===== config.mk =====
export PLATFORM = sky130hd
export DESIGN_NAME = mr_rf_scoreboard_flat
export DESIGN_NICKNAME = d
export VERILOG_FILES = /design/src/rtl/mr_rf_scoreboard_if.sv /design/src/rtl/mr_rf_scoreboard.sv /design/src/flat_wrapper.sv
export SDC_FILE = /design/constraint.sdc
export NUM_CORES = 2
export LEC_CHECK = 0
export CELL_PAD_IN_SITES_DETAIL_PLACEMENT = 0
export CELL_PAD_IN_SITES_GLOBAL_PLACEMENT = 1
export CORE_UTILIZATION = 40
export DETAILED_ROUTE_END_ITERATION = 12
export MAX_ROUTING_LAYER = met4
export PLACE_DENSITY_LB_ADDON = 0.08
export RECOVER_POWER = 50
export SLEW_MARGIN = 10
export SYNTH_ARGS = -nofsm -noshare
export SYNTH_HDL_FRONTEND = slang
export SYNTH_SLANG_ARGS = --single-unit

===== constraint.sdc =====
create_clock -name clk -period 3.5 [get_ports clk]
set_input_delay 0.525 -clock clk [delete_from_list [all_inputs] [get_ports clk]]
set_output_delay 0.525 -clock clk [all_outputs]
set_load 0.005 [all_outputs]

===== src/rtl/mr_rf_scoreboard_if.sv =====
// mr_rf_scoreboard_if: decode-side read/alloc and write-back port bundle for the scoreboarded register file.
interface mr_rf_scoreboard_if #(
  parameter int XLEN = 32,
  parameter int NREGS = 32,
  parameter int NRD = 2,
  parameter int NWB = 1
);
  localparam int RW = $clog2(NREGS);
  logic [NRD-1:0] rd_en;
  logic [NRD*RW-1:0] rd_sel;
  logic [NRD*XLEN-1:0] rd_data;
  logic [NRD-1:0] rd_busy;
  logic alloc_valid;
  logic [RW-1:0] alloc_reg;
  logic alloc_ready;
  logic [NWB-1:0] wb_valid;
  logic [NWB*RW-1:0] wb_reg;
  logic [NWB*XLEN-1:0] wb_val;
  logic flush;
  logic pend_err;
  modport master (
    output rd_en, rd_sel, alloc_valid, alloc_reg, wb_valid, wb_reg, wb_val, flush,
    input rd_data, rd_busy, alloc_ready, pend_err
  );
  modport slave (
    input rd_en, rd_sel, alloc_valid, alloc_reg, wb_valid, wb_reg, wb_val, flush,
    output rd_data, rd_busy, alloc_ready, pend_err
  );
endinterface


===== src/rtl/mr_rf_scoreboard.sv =====
// mr_rf_scoreboard: register file with per-register pending-write counters, multi-port read/write-back and optional bypass.
module mr_rf_scoreboard #(
  parameter int XLEN = 32,
  parameter int NREGS = 32,
  parameter int NRD = 2,
  parameter int NWB = 1,
  parameter int PEND_BITS = 2,
  parameter int BYPASS = 1
) (
  input logic clk,
  input logic rst,
  mr_rf_scoreboard_if.slave bus
);
  localparam int RW = $clog2(NREGS);
  localparam logic [PEND_BITS-1:0] PMAX = '1;
  logic [NREGS-1:0][XLEN-1:0] rf_q, rf_d;
  logic [NREGS-1:0][PEND_BITS-1:0] pend_q, pend_d;
  logic err_q, err_d, fire;
  int hits, tot, rhits;
  logic [RW-1:0] rsel;
  logic [XLEN-1:0] rdat;
  assign bus.alloc_ready = !rst && (bus.alloc_reg == '0 || pend_q[bus.alloc_reg] != PMAX);
  assign bus.pend_err = err_q;
  assign fire = bus.alloc_valid && bus.alloc_ready && !bus.flush;
  // Each same-cycle write-back hit resolves one pending write when bypassing.
  always_comb begin
    bus.rd_data = '0;
    bus.rd_busy = '0;
    rsel = '0;
    rdat = '0;
    rhits = 0;
    for (int i = 0; i < NRD; i++) begin
      rsel = bus.rd_sel[i*RW +: RW];
      rdat = rf_q[rsel];
      rhits = 0;
      for (int k = 0; k < NWB; k++)
        if (BYPASS != 0 && bus.wb_valid[k] && bus.wb_reg[k*RW +: RW] == rsel && rsel != '0) begin
          rdat = bus.wb_val[k*XLEN +: XLEN];
          rhits++;
        end
      bus.rd_data[i*XLEN +: XLEN] = rdat;
      bus.rd_busy[i] = rst || (bus.rd_en[i] && rsel != '0 && int'(pend_q[rsel]) != rhits);
    end
  end
  // Register 0 is skipped so it stays zero and never pending.
  always_comb begin
    rf_d = rf_q;
    pend_d = pend_q;
    err_d = err_q;
    hits = 0;
    tot = 0;
    for (int r = 1; r < NREGS; r++) begin
      hits = 0;
      for (int k = 0; k < NWB; k++)
        if (bus.wb_valid[k] && bus.wb_reg[k*RW +: RW] == RW'(r)) begin
          rf_d[r] = bus.wb_val[k*XLEN +: XLEN];
          hits++;
        end
      tot = int'(pend_q[r]) + int'(fire && bus.alloc_reg == RW'(r)) - hits;
      pend_d[r] = (bus.flush || tot < 0) ? '0 : PEND_BITS'(tot);
      err_d = err_d || (!bus.flush && tot < 0);
    end
  end
  always_ff @(posedge clk)
    if (rst) begin
      rf_q <= '0;
      pend_q <= '0;
      err_q <= 1'b0;
    end else begin
      rf_q <= rf_d;
      pend_q <= pend_d;
      err_q <= err_d;
    end
endmodule


===== src/flat_wrapper.sv =====
// flat-port wrapper written by rule: the top's interface ports become plain ports
module mr_rf_scoreboard_flat 
#(
  parameter int XLEN = 32,
  parameter int NREGS = 32,
  parameter int NRD = 2,
  parameter int NWB = 1,
  parameter int PEND_BITS = 2,
  parameter int BYPASS = 1
)
  (clk, rst, bus_rd_en, bus_rd_sel, bus_alloc_valid, bus_alloc_reg, bus_wb_valid, bus_wb_reg, bus_wb_val, bus_flush, bus_rd_data, bus_rd_busy, bus_alloc_ready, bus_pend_err);
  mr_rf_scoreboard_if #(.XLEN(XLEN), .NREGS(NREGS), .NRD(NRD), .NWB(NWB)) bus_i ();
  input logic clk;
  input logic rst;
  input wire logic [$bits(bus_i.rd_en)-1:0] bus_rd_en;
  input wire logic [$bits(bus_i.rd_sel)-1:0] bus_rd_sel;
  input wire logic [$bits(bus_i.alloc_valid)-1:0] bus_alloc_valid;
  input wire logic [$bits(bus_i.alloc_reg)-1:0] bus_alloc_reg;
  input wire logic [$bits(bus_i.wb_valid)-1:0] bus_wb_valid;
  input wire logic [$bits(bus_i.wb_reg)-1:0] bus_wb_reg;
  input wire logic [$bits(bus_i.wb_val)-1:0] bus_wb_val;
  input wire logic [$bits(bus_i.flush)-1:0] bus_flush;
  output wire logic [$bits(bus_i.rd_data)-1:0] bus_rd_data;
  output wire logic [$bits(bus_i.rd_busy)-1:0] bus_rd_busy;
  output wire logic [$bits(bus_i.alloc_ready)-1:0] bus_alloc_ready;
  output wire logic [$bits(bus_i.pend_err)-1:0] bus_pend_err;
  assign bus_i.rd_en = bus_rd_en;
  assign bus_i.rd_sel = bus_rd_sel;
  assign bus_i.alloc_valid = bus_alloc_valid;
  assign bus_i.alloc_reg = bus_alloc_reg;
  assign bus_i.wb_valid = bus_wb_valid;
  assign bus_i.wb_reg = bus_wb_reg;
  assign bus_i.wb_val = bus_wb_val;
  assign bus_i.flush = bus_flush;
  assign bus_rd_data = bus_i.rd_data;
  assign bus_rd_busy = bus_i.rd_busy;
  assign bus_alloc_ready = bus_i.alloc_ready;
  assign bus_pend_err = bus_i.pend_err;
  mr_rf_scoreboard #(.XLEN(XLEN), .NREGS(NREGS), .NRD(NRD), .NWB(NWB), .PEND_BITS(PEND_BITS), .BYPASS(BYPASS)) u_core (.clk(clk), .rst(rst), .bus(bus_i));
endmodule

==> flow_metrics.env <==
export IMPL_status="finished with violations"
export IMPL_violations="max-capacitance violations, max-slew violations, negative setup slack"
export IMPL_globalplace_congestion=0.9219
export IMPL_nNetsFinal=6902
export IMPL_num_rows=137
export IMPL_synthCells=6527
export IMPL_grt_usage_pct=37.67
export IMPL_drv_slew=571
export IMPL_yosys_warnings=0
export IMPL_synthArstFlopShare_pct=0
export IMPL_final_cells=8711
export IMPL_ios=127
export IMPL_start_util_pct=40.42
export IMPL_cts_sinks=1055
export IMPL_ys_ff_latch=1055
export IMPL_fin_tns_setup_ns=-0.5051
export IMPL_worstSkewPairLatency_ns=0.78
export IMPL_grt_max_degree=167
export IMPL_crit_path_max_incr_delay_ns=1.08
export IMPL_rsz0062_at_grt="true"
export IMPL_fin_total_pwr_uw=28840
export IMPL_path_delay_family="buffers and inverters"
export IMPL_die_h_microns=378.0
export IMPL_worst_pin_slew_ns=1.984
export IMPL_synth_area_leaders="dfxtp_1 37%, mux4_2 20%, nand2_1 14%"
export IMPL_grt_first_pass_wirelength_microns=374700
export IMPL_fin_crit_sh_pct=101.9
export IMPL_synthFlopType="dfxtp_1"
export IMPL_hpwl_microns=155400
export IMPL_worstHoldPathType="input port to flop"
export IMPL_synth_edf_count=0
export IMPL_clkTransAtPathRegs_ns=0.06
export IMPL_cts_max_level=4
export IMPL_root_buffer="clkbuf_16"
export IMPL_wire_per_inst_microns=30.63
export IMPL_clock_skew_final_ns=0.01786
export IMPL_worst_path_max_fanout=32
export IMPL_syn_nets=6680
export IMPL_netlist_area_leader_share_pct=37.35
export IMPL_vias_per_cell=6.112
export IMPL_slowest_stage="clkbuf_2"
export IMPL_antenna_found_initial=9
export IMPL_portBuffers=126
export IMPL_hold_viol_final=0
export IMPL_drc_errors=0
export IMPL_grt_pass1_vias=49900
export IMPL_placedCellCount=8448
export IMPL_setup_viol_count_final=28
export IMPL_critical_path_class="input port to flop"
export IMPL_worstSetupEndpointType="flop"
export IMPL_final_antenna_net_count=0
export IMPL_cts_made_buffers=130
export IMPL_cp_cell_sequence="clkdlybuf4s50_1 > buf_6 > clkbuf_4 > clkbuf_1 > clkbuf_1 > nand2_1 > nor2_1 > nand2_2 > clkbuf_2 > nand2_1 > a21oi_1"
export IMPL_ir_drop_v=0.0003878
export IMPL_syn_avg_cell_area_sq_um=8.663
export IMPL_area_growth_pct=21.06
export IMPL_max_cap_violations=18
export IMPL_holdWs_ns=0.3744
export IMPL_drt_iter0_markers=6070
export IMPL_power_density_nw_per_um2=421.3
export IMPL_dp_slack_ns=-0.9790
export IMPL_wirelength_microns=266800
export IMPL_grt_ovfl_total=0
export IMPL_critical_path_buf_inv_count=6
export IMPL_synth_seq_area_share_pct=37.35
export IMPL_relSlewSlack_pct=-32.26
export IMPL_crit_required_ns=4.11
export IMPL_setup_ws_ns=-0.06611
export IMPL_startpoint_type="input port"
export IMPL_synth_area_leader_cell="dfxtp_1"
export IMPL_final_cell_mix="2046 x nand2_1, 1113 x a21oi_1, 1045 x dfxtp_1, 495 x mux4_2, 463 x buf_4"
export IMPL_hold_buffers=0
export IMPL_crit_arrival_ns=4.18
export IMPL_num_vias=53240
export IMPL_dr_pass1_iters=7
export IMPL_leakage_uw=0.02397
export IMPL_die_w_microns=378.0
export IMPL_core_area_sq_um=139900
export IMPL_dieArea_sq_um=142900
export IMPL_synthDistinctLibCells=60
export IMPL_rr_startpoint="u_core.pend_q[55]$_SDFF_PP0_"
export IMPL_cts_tree="yes"
export IMPL_cts_path_max_buffers=3
export IMPL_drive_above_1_share_pct=23.43
export IMPL_min_period_ns=3.566
export IMPL_fillCellCount=13290
export IMPL_syn_area_sq_um=56540
export IMPL_hold_start="rst"
export IMPL_fmax_mhz=280.4
export IMPL_layout_commonest_cell="nand2_1"
export IMPL_crit_path_start="bus_wb_reg[4]"
-- cells in the mapped netlist (72+ instances only) --
library cell / instances
nand2_1: 2071
a21oi_1: 1125
dfxtp_1: 1055
mux4_2: 495
clkbuf_1: 419
nor2_1: 192
inv_1: 128
mux2i_1: 128
mux2_2: 103
ha_1: 94
buf_1: 93
buf_2: 89
o22ai_1: 72
-- power by group --
part           leakage, uW  switching, uW  internal (uW)
Clock              0.00204           5560           7960
Sequential         0.00851           66.6          12100
Combinational       0.0134           1950           1210
Total               0.0240           7570          21300
-- final cells by class --
class / count / area [sq um] / share of cell area [%]
clock buffers: 201 / 3969 / 5.798
multi-input cells: 4679 / 32850 / 47.99
inverters: 135 / 506.7 / 0.7403
clock inverters: 15 / 178.9 / 0.2614
well taps: 1876 / 2347 / 3.429
diodes: 2 / 5.005 / 0.007312
flip-flops and latches: 1055 / 21130 / 30.87
repair buffers: 748 / 7461 / 10.90
-- per-stage QoR --
| stage | utilization [%] | cell area, sq um |
|---|---|---|
| finish | 48.94 | 68450 |
| global route | 48.94 | 68450 |
| CTS | 48.61 | 68000 |
| detailed placement | 45.08 | 63050 |
| global placement | 45.08 | 63050 |
| floorplan | - | 56540 |
-- worst min-delay path, stage by stage --
cell	delay, ns
buf_8	0.10
buf_12	0.23
a21oi_1	0.20
-- path summary, 6_finish.rpt --
| path | to | slack (ns) | cells after the start |
|---|---|---|---|
| setup / recovery | u_core.rf_q[846]$_SDFFE_PP0P_ | -0.07 | 11 |
| setup reg to reg | u_core.bus.pend_err$_SDFF_PP0_ | 0.05 | 15 |
| hold / removal | u_core.rf_q[574]$_SDFFE_PP0P_ | 0.37 | 3 |
| hold reg to reg | u_core.rf_q[468]$_SDFFE_PP0P_ | 0.46 | 2 |
-- sequential cells by signal, indices dropped and copies added (netlist names) --
| signal | cells |
|---|---|
| u_core.bus.pend_err | 1 |
| u_core.pend_q | 62 |
| u_core.rf_q | 992 |
-- logic make-up after synthesis --
| kind of cell | synth area share, % |
|---|---|
| AO/OA/AOI/OAI | 13.72 |
| buffers and inverters | 5.769 |
| adder cells (fa/ha/maj) | 2.080 |
| multiplexers | 24.07 |
| AND/OR/NAND/NOR | 16.84 |
| flip-flops | 37.35 |
| XOR/XNOR | 0.1549 |
-- repair_timing --
action                                  CTS  global route
buffers inserted                         20            17
cloned                                    6             6
pin swaps                                27            16
resized for setup                       142            74
endpoints found under the setup margin   68            44
-- per-layer routing --
metal | GRT usage (%) | wire length [microns] | vias to the layer above
met5 | - | 0 | -
met4 | 15.60 | 12540 | 0
met3 | 7.408 | 25830 | 655
met2 | 57.31 | 120700 | 2746
met1 | 48.92 | 107800 | 26670
li1 | - | - | 23170
No activity file was read; power rests on OpenSTA's default activity.
